**src/rtl/serial_input_register_if.sv**
```systemverilog
// CPU-side bundle for serial_input_register: rx pin, CPU strobes, received byte, flags and FSM state.
// SERIAL_INPUT_PARITY_EN adds the perr flag.
interface serial_input_register_if;
    logic       rx;
    logic       clr_fgi;
    logic       clr_err;
    logic [7:0] inpr;
    logic       fgi;
    logic       ovr;
    logic       ferr;
    logic       busy;
    logic [2:0] state;
`ifdef SERIAL_INPUT_PARITY_EN
    logic       perr;

    modport master (output rx, clr_fgi, clr_err,
                    input  inpr, fgi, ovr, ferr, busy, state, perr);
    modport slave  (input  rx, clr_fgi, clr_err,
                    output inpr, fgi, ovr, ferr, busy, state, perr);
`else
    modport master (output rx, clr_fgi, clr_err,
                    input  inpr, fgi, ovr, ferr, busy, state);
    modport slave  (input  rx, clr_fgi, clr_err,
                    output inpr, fgi, ovr, ferr, busy, state);
`endif
endinterface

```
**src/rtl/serial_input_register.sv**
```systemverilog
// Serial receiver (8N1, LSB first) feeding the CPU input register INPR with flag FGI.
// Define SERIAL_INPUT_PARITY_EN for 8E1 frames with a sticky perr flag.
module serial_input_register #(
    parameter int CLKS_PER_BIT = 16,
    parameter int CNT_W        = $clog2(CLKS_PER_BIT)
) (
    input logic                    clk,
    input logic                    rst,
    serial_input_register_if.slave bus
);
    typedef enum logic [2:0] {
        IDLE      = 3'd0,
        START     = 3'd1,
        DATA      = 3'd2,
        STOP      = 3'd3,
        WAIT_HIGH = 3'd4,
        PARITY    = 3'd5
    } state_t;

    localparam logic [CNT_W-1:0] HALF_LAST = CNT_W'(CLKS_PER_BIT / 2 - 1);
    localparam logic [CNT_W-1:0] BIT_LAST  = CNT_W'(CLKS_PER_BIT - 1);

    state_t           state, state_n;
    logic             sync1, rxs;
    logic [CNT_W-1:0] timer;
    logic [2:0]       index;
    logic [7:0]       shift, inpr;
    logic             fgi, ovr, ferr;
    logic             timer_clr, start_ok, bit_en, stop_en;
    logic             frame_ok, frame_bad, accept, load, set_ovr;
`ifdef SERIAL_INPUT_PARITY_EN
    logic             par_en, par_bad, perr, set_perr;
`endif

    always_comb begin
        state_n   = state;
        timer_clr = 1'b0;
        start_ok  = 1'b0;
        bit_en    = 1'b0;
        stop_en   = 1'b0;
`ifdef SERIAL_INPUT_PARITY_EN
        par_en    = 1'b0;
`endif
        case (state)
            IDLE: begin
                if (!rxs) begin
                    state_n   = START;
                    timer_clr = 1'b1;
                end
            end
            START: begin
                // Mid-bit recheck rejects short glitches without touching any flag.
                if (timer == HALF_LAST) begin
                    timer_clr = 1'b1;
                    if (rxs) begin
                        state_n = IDLE;
                    end else begin
                        state_n  = DATA;
                        start_ok = 1'b1;
                    end
                end
            end
            DATA: begin
                if (timer == BIT_LAST) begin
                    timer_clr = 1'b1;
                    bit_en    = 1'b1;
                    if (index == 3'd7) begin
`ifdef SERIAL_INPUT_PARITY_EN
                        state_n = PARITY;
`else
                        state_n = STOP;
`endif
                    end
                end
            end
`ifdef SERIAL_INPUT_PARITY_EN
            PARITY: begin
                if (timer == BIT_LAST) begin
                    timer_clr = 1'b1;
                    par_en    = 1'b1;
                    state_n   = STOP;
                end
            end
`endif
            STOP: begin
                if (timer == BIT_LAST) begin
                    timer_clr = 1'b1;
                    stop_en   = 1'b1;
                    state_n   = rxs ? IDLE : WAIT_HIGH;
                end
            end
            WAIT_HIGH: begin
                if (rxs) begin
                    state_n = IDLE;
                end
            end
            default: state_n = IDLE;
        endcase
    end

    assign frame_ok  = stop_en & rxs;
    assign frame_bad = stop_en & ~rxs;
`ifdef SERIAL_INPUT_PARITY_EN
    assign accept    = frame_ok & ~par_bad;
    assign set_perr  = frame_ok & par_bad;
`else
    assign accept    = frame_ok;
`endif
    // A clr_fgi in the completion cycle frees the register, so the new byte is taken.
    assign load      = accept & (~fgi | bus.clr_fgi);
    assign set_ovr   = accept & fgi & ~bus.clr_fgi;

    always_ff @(posedge clk) begin
        if (rst) begin
            sync1 <= 1'b1;
            rxs   <= 1'b1;
            state <= IDLE;
            timer <= '0;
            index <= 3'd0;
            shift <= 8'h00;
            inpr  <= 8'h00;
            fgi   <= 1'b0;
            ovr   <= 1'b0;
            ferr  <= 1'b0;
        end else begin
            sync1 <= bus.rx;
            rxs   <= sync1;
            state <= state_n;
            if (timer_clr || state == IDLE || state == WAIT_HIGH) begin
                timer <= '0;
            end else begin
                timer <= timer + 1'b1;
            end
            if (start_ok) begin
                index <= 3'd0;
            end else if (bit_en) begin
                shift[index] <= rxs;
                index        <= index + 3'd1;
            end
            if (load) begin
                inpr <= shift;
            end
            if (load) begin
                fgi <= 1'b1;
            end else if (bus.clr_fgi) begin
                fgi <= 1'b0;
            end
            if (set_ovr) begin
                ovr <= 1'b1;
            end else if (bus.clr_err) begin
                ovr <= 1'b0;
            end
            if (frame_bad) begin
                ferr <= 1'b1;
            end else if (bus.clr_err) begin
                ferr <= 1'b0;
            end
        end
    end

`ifdef SERIAL_INPUT_PARITY_EN
    // Even parity: data bits plus parity bit must hold an even number of ones.
    always_ff @(posedge clk) begin
        if (rst) begin
            par_bad <= 1'b0;
            perr    <= 1'b0;
        end else begin
            if (par_en) begin
                par_bad <= ^{shift, rxs};
            end
            if (set_perr) begin
                perr <= 1'b1;
            end else if (bus.clr_err) begin
                perr <= 1'b0;
            end
        end
    end

    assign bus.perr = perr;
`endif

    assign bus.inpr  = inpr;
    assign bus.fgi   = fgi;
    assign bus.ovr   = ovr;
    assign bus.ferr  = ferr;
    assign bus.busy  = (state != IDLE);
    assign bus.state = state;
endmodule

```
**src/flat_wrapper.sv**
```systemverilog
// flat-port wrapper written by rule: the top's interface ports become plain ports
module serial_input_register_flat 
#(
    parameter int CLKS_PER_BIT = 16,
    parameter int CNT_W        = $clog2(CLKS_PER_BIT)
)
  (clk, rst, bus_rx, bus_clr_fgi, bus_clr_err, bus_inpr, bus_fgi, bus_ovr, bus_ferr, bus_busy, bus_state);
  serial_input_register_if bus_i ();
  input logic clk;
  input logic rst;
  input wire logic [$bits(bus_i.rx)-1:0] bus_rx;
  input wire logic [$bits(bus_i.clr_fgi)-1:0] bus_clr_fgi;
  input wire logic [$bits(bus_i.clr_err)-1:0] bus_clr_err;
  output wire logic [$bits(bus_i.inpr)-1:0] bus_inpr;
  output wire logic [$bits(bus_i.fgi)-1:0] bus_fgi;
  output wire logic [$bits(bus_i.ovr)-1:0] bus_ovr;
  output wire logic [$bits(bus_i.ferr)-1:0] bus_ferr;
  output wire logic [$bits(bus_i.busy)-1:0] bus_busy;
  output wire logic [$bits(bus_i.state)-1:0] bus_state;
  assign bus_i.rx = bus_rx;
  assign bus_i.clr_fgi = bus_clr_fgi;
  assign bus_i.clr_err = bus_clr_err;
  assign bus_inpr = bus_i.inpr;
  assign bus_fgi = bus_i.fgi;
  assign bus_ovr = bus_i.ovr;
  assign bus_ferr = bus_i.ferr;
  assign bus_busy = bus_i.busy;
  assign bus_state = bus_i.state;
  serial_input_register #(.CLKS_PER_BIT(CLKS_PER_BIT), .CNT_W(CNT_W)) u_core (.clk(clk), .rst(rst), .bus(bus_i));
endmodule
```
**config.mk**
```make
export PLATFORM = sky130hd
export DESIGN_NAME = serial_input_register_flat
export DESIGN_NICKNAME = d
export VERILOG_FILES = /design/src/rtl/serial_input_register_if.sv /design/src/rtl/serial_input_register.sv /design/src/flat_wrapper.sv
export SDC_FILE = /design/constraint.sdc
export NUM_CORES = 1
export LEC_CHECK = 0
export CORE_MARGIN = 10
export CORE_UTILIZATION = 45
export DETAILED_ROUTE_END_ITERATION = 12
export HOLD_SLACK_MARGIN = 0.15
export PLACE_DENSITY_LB_ADDON = 0.15
export SLEW_MARGIN = 25
export SYNTH_ARGS = -nofsm -noshare
export SYNTH_HDL_FRONTEND = slang
export SYNTH_SLANG_ARGS = --single-unit
```
**constraint.sdc**
```tcl
create_clock -name clk -period 2.4 [get_ports clk]
set_input_delay 0.36 -clock clk [delete_from_list [all_inputs] [get_ports clk]]
set_output_delay 0.36 -clock clk [all_outputs]
set_load 0.02 [all_outputs]
```
==> results of run 1 <==
==> through the flow <==
stage / cell area, sq um / utilization / hold slack, ns / setup WS, ns
after global routing: 1619 / 0.5392 / 0.4361 / 0.1417
after global placement: 1578 / 0.5254 / 0.3930 / 0.6046
after floorplan: 1380 / - / 0.3895 / 0.9436
after CTS: 1619 / 0.5392 / 0.4218 / 0.2158
after detailed placement: 1578 / 0.5254 / 0.3980 / 0.5210
final: 1619 / 0.5392 / 0.4171 / 0.2392
==> worst paths after layout <==
path,startpoint,end,slack [ns],depth (start not counted)
worst max-delay path,u_core.bus.state[2],bus_busy,0.24,2
worst min-delay path,u_core.sync1,u_core.rxs,0.42,1
worst max register to register,u_core.timer[0],u_core.bus.inpr[2],0.65,4
worst min register to register,u_core.sync1,u_core.rxs,0.42,1
==> flip-flops by register name (all words and copies together), names as in the netlist <==
signal	count
u_core.bus.ovr	1
u_core.bus.fgi	1
u_core.shift	8
u_core.index	3
u_core.timer	4
u_core.bus.inpr	8
u_core.rxs	1
u_core.bus.ferr	1
u_core.bus.state	3
u_core.sync1	1
==> synthesized netlist by cell type (all sizes together) (3+ instances only) <==
master,count,area (sq um)
buf,7,48.79
or2,4,25.02
nand3,5,25.02
ha,3,37.54
nor4,4,37.53
nand2,21,78.83
nor2b,3,18.77
o21ai,3,15.01
nand2b,3,18.77
dfxtp,31,620.6
nor2,7,26.28
nor3,4,20.02
a21oi,8,40.04
mux2i,16,160.2
nand4,4,25.02
==> kinds of logic (layout without fill, tap and decap cells) <==
| group | Yosys count | after routing | synth area share |
|---|---|---|---|
| AO/OA/AOI/OAI | 16 | 16 | 0.07163 |
| XOR/XNOR | 3 | 3 | 0.01904 |
| adder cells (fa/ha/maj) | 3 | 3 | 0.02720 |
| buffers and inverters | 12 | 32 | 0.05439 |
| flip-flops | 31 | 31 | 0.4497 |
| multiplexers | 16 | 16 | 0.1160 |
| AND/OR/NAND/NOR | 63 | 63 | 0.2620 |
==> where the power goes <==
| group | switching (W) | internal [W] | total (W) | leakage (nW) |
|---|---|---|---|---|
| combinational | 0.0000222 | 0.0000200 | 0.0000422 | 0.291 |
| clock | 0.000161 | 0.000104 | 0.000265 | 0.0242 |
| sequential | 0.00000477 | 0.000517 | 0.000522 | 0.250 |
==> worst max-delay path, cell delays in order, from the launching register on <==
cell and delay, ns:
dfxtp_1 0.42, or3_2 0.51, clkdlybuf4s50_1 0.55
==> layout make-up <==
cell class                      count  area [sq um]  share of cell area
Clock buffer                        6         41.29             0.02550
Inverter                            3         11.26            0.006955
Multi-Input combinational cell    101         684.4              0.4227
Sequential cell                    31         620.6              0.3833
Tap cell                           33         41.29             0.02550
Timing Repair Buffer               23         220.2              0.1360
==> per-layer routing <==
metal,up-vias,part of all wire
met4,0,0.015
met1,487,0.46
met3,5,0.054
met2,20,0.47
met5,-,0
li1,546,-
==> flow_summary.toml, run 1 <==
[final_layout]
finalNetCount = 173
final_cell_mix = "dfxtp_1 (31), nand2_1 (21), clkdlybuf4s50_1 (19), mux2i_1 (16), a21oi_1 (8)"
nFillCells = 277
final_common_cell = "dfxtp_1"
drive_gt1_frac = 0.1159
diodes = 0
instances_no_fill = 197
area_growth_pct = 17.32

[yosys]
synth_cells = 144
ys_types = 36
synth-edff-count = 0
async_flop_share = 0
dominantRegCellSynth = "dfxtp_1"
yosys_warnings = 0
ys_ff_latch = 31
syn_area_sq_um = 1380
avgSynthCellArea_sq_um = 9.584
seq_area_frac_synth = 0.4497
syn-num-nets = 152

[clocking]
cts_tree = "built"
cts_setup_buffers = 0
clk_latency_ns = 0.32
clk_pin_slew_ns = 0.08
root_buffer = "clkbuf_4"
clock-sinks = 31
hold_buffers = 0
cts-resized-gates = 0
clockBufferDepth = 2
htree_num_levels = 2
numCtsBuffers = 5

[grt]
gr-max-usage-layer = "met2"
grt_usage = 0.1045
grt_pass1_vias = 996
use_met3 = 0.05208
antenna_found_initial = 0
grt_pass1_wl_um = 4526
grt_util_met1 = 0.1146
grt_max_degree = 14
met2_usage = 0.1662
grt.overflow.total = 0

[die]
start_util = 0.4596
rows = 20
die_w_um = 75.38
coreArea_sq_um = 3003
die_h_um = 75.38
pin_count = 20
die_area_sq_um = 5682

[route]
firstDrtPassIters = 4
vias = 1058
routed_via_density = 5.371
wirelength_um = 2719
drc_errors = 0
wl_per_cell_um = 13.80
antenna_left = 0
drt_iter0_drc = 18

[power]
p_per_area_nw_per_um2 = 511.7
p_total_w = 0.0008284
irDropWorstVdd_mv = 0.3085
power_leakage_nw = 0.5653

[sta]
worstMarginPinSlew_ns = 0.6515
setup_tns_ns = 0
setup_viol = 0
finalHoldViolations = 0
fin_crit_ns = 2.161
skew_ns = 0.003990
timing.final.crit_share = 0.9003
slew_viol_final = 0
rsz0062_at_grt = "false"
slew_headroom = 0.5601
fmax_mhz = 462.8

[placed_design]
port_buffers = 19
dp_hpwl_um = 1960
dp_cells = 191
place_congestion = 0.8575

[min_path]
min_path_type = "reg -> reg"

[setup_path]
endpoint_kind = "output port"
required_ns = 2.04
path_class = "reg -> out"
critPathLaunchType = "flip-flop"
cp.arrival_ns = 1.80
critPathMaxFanout = 13

[run]
maxCapViolations = 0

[run_status]
status = "finished, final reports clean"
Power figures use the tool's default switching activity.
==> run 2: changes to the inputs <==
Settings changed: CTS_BUF_LIST set to sky130_fd_sc_hd__clkbuf_16, SKIP_CTS_REPAIR_TIMING set to 1.
==> run 2 against run 1 <==
Against the previous run:
- flip-flop and latch count stayed put
- count of clock-buffer cells in the layout shrank 1
- via count grew 0.85%
- core utilization grew 2.9 points
- clock skew decreased by 0.00080 ns
- maximum frequency up 2.4%
- final area increased by 5.4%
- critical path depth is the same
==> flow_summary.toml, run 2 (synthesis results as in run 1) <==
[route]
wl_met1_um = 1273
met2_length_um = 1303
wirelength_um = 2793
dr_wl_met3_um = 154
drt_iter0_drc = 55
vias = 1067
wl_per_cell_um = 14.18
top_layer_used = "met4"
drc_errors = 0
firstDrtPassIters = 2
antenna_left = 0
routed_via_density = 5.416

[sta]
slew_headroom = 0.5665
slew_viol_final = 0
setup_tns_ns = 0
skew_ns = 0.003192
finalHoldViolations = 0
rsz0062_at_grt = "false"
fin_crit_ns = 2.110
worstMarginPinSlew_ns = 0.6421
timing.final.crit_share = 0.8790
fmax_mhz = 474.0
setup_viol = 0

[clocking]
numCtsBuffers = 5
clockBufferDepth = 2
clk_latency_ns = 0.27
cts_tree = "built"
clk_pin_slew_ns = 0.05
root_buffer = "clkbuf_16"
htree_num_levels = 2
clock-sinks = 31

[final_layout]
final_common_cell = "dfxtp_1"
biggestRegsByFlops = "u_core.bus.inpr x8, u_core.shift x8, u_core.timer x4"
fin_area_sq_um = 1707
diodes = 0
drive_gt1_frac = 0.1159
finalNetCount = 173
final_cell_mix = "dfxtp_1 (31), nand2_1 (21), clkdlybuf4s50_1 (19), mux2i_1 (16), a21oi_1 (8)"
area_growth_pct = 23.66
final_core_util = 0.5683
nFillCells = 270
instances_no_fill = 197

[placed_design]
dp_hpwl_um = 1960
place_congestion = 0.8575
place_area_sq_um = 1578
dp_cells = 191
port_buffers = 19

[die]
start_util = 0.4596
coreArea_sq_um = 3003
pin_count = 20
die_h_um = 75.38
die_w_um = 75.38
die_area_sq_um = 5682
rows = 20

[power]
irDropWorstVdd_mv = 0.4153
p_per_area_nw_per_um2 = 662.9
power_leakage_nw = 0.6081

[run_status]
status = "finished, final reports clean"

[grt]
grt_usage = 0.1096
grt_max_degree = 14
grt.overflow.total = 0
antenna_found_initial = 0
grt_pass1_vias = 1023
grt_pass1_wl_um = 4671

[min_path]
min_to = "u_core.rxs"
hold-path-cell-count = 1
min_path_type = "reg -> reg"
hold_start = "u_core.sync1"

[setup_path]
cp.arrival_ns = 1.75
timing.rr.start = "u_core.timer[0]"
critPathMaxFanout = 13
worstReg2RegEnd = "u_core.bus.inpr[2]"
path_class = "reg -> out"
required_ns = 2.04
r2r_slack_ns = 0.66
endpoint_kind = "output port"
critPathLaunchType = "flip-flop"
reg2regPathDepth = 4

[run]
maxCapViolations = 0
run 2: cell types whose count changed in the layout (fill, tap and decap cells not counted), sizes merged:
| cell | previous run | this run |
|---|---|---|
| inv | 2 | 3 |
| clkbuf | 6 | 5 |
run 2: power by group:
group          internal (W)  switching (W)  total (W)
clock network      0.000366       0.000199   0.000565
registers          0.000519     0.00000490   0.000524
logic             0.0000200      0.0000224  0.0000424
run 2: worst max path at each step:
stage	slack [ns]	depth (start not counted)	endpoint	from
2_1_floorplan	0.94	4	u_core.index[0]	u_core.bus.state[1]
3_3_place_gp	0.60	2	bus_busy	u_core.bus.state[2]
3_5_place_dp	0.52	4	u_core.bus.inpr[2]	bus_clr_fgi
5_1_grt	0.22	2	bus_busy	u_core.bus.state[2]
4_1_cts	0.29	2	bus_busy	u_core.bus.state[2]
6_report	0.29	2	bus_busy	u_core.bus.state[2]
run 2: cell type report:
cell class / count / area (sq um) / area share
clock buffers: 5 / 125.1 / 0.07331
inverters: 3 / 11.26 / 0.006598
flip-flops and latches: 31 / 620.6 / 0.3636
repair buffers: 23 / 220.2 / 0.1290
clock inverters: 1 / 3.754 / 0.002199
multi-input cells: 101 / 684.4 / 0.4010
well taps: 33 / 41.29 / 0.02419
run 2: metrics by stage:
stage          hold WS, ns   power, W  setup slack (ns)
4_1_cts             0.4118   0.001149            0.2899
3_5_place_dp        0.3980  0.0005761            0.5210
5_1_grt             0.4243   0.001169            0.2246
3_3_place_gp        0.3930  0.0005758            0.6046
6_report            0.4076   0.001131            0.2904
2_1_floorplan       0.3895  0.0005578            0.9436
run 2: per-layer routing:
metal  GRT usage  vias to the layer above
li1            -                      551
met1      0.1190                      494
met2      0.1709                       17
met3     0.05208                        5
met4     0.06392                        0
met5           0                        -
run 2: worst max-delay path, stage by stage, from the launching register on:
cell	delay (ns)
dfxtp_1	0.42
or3_2	0.51
clkdlybuf4s50_1	0.55
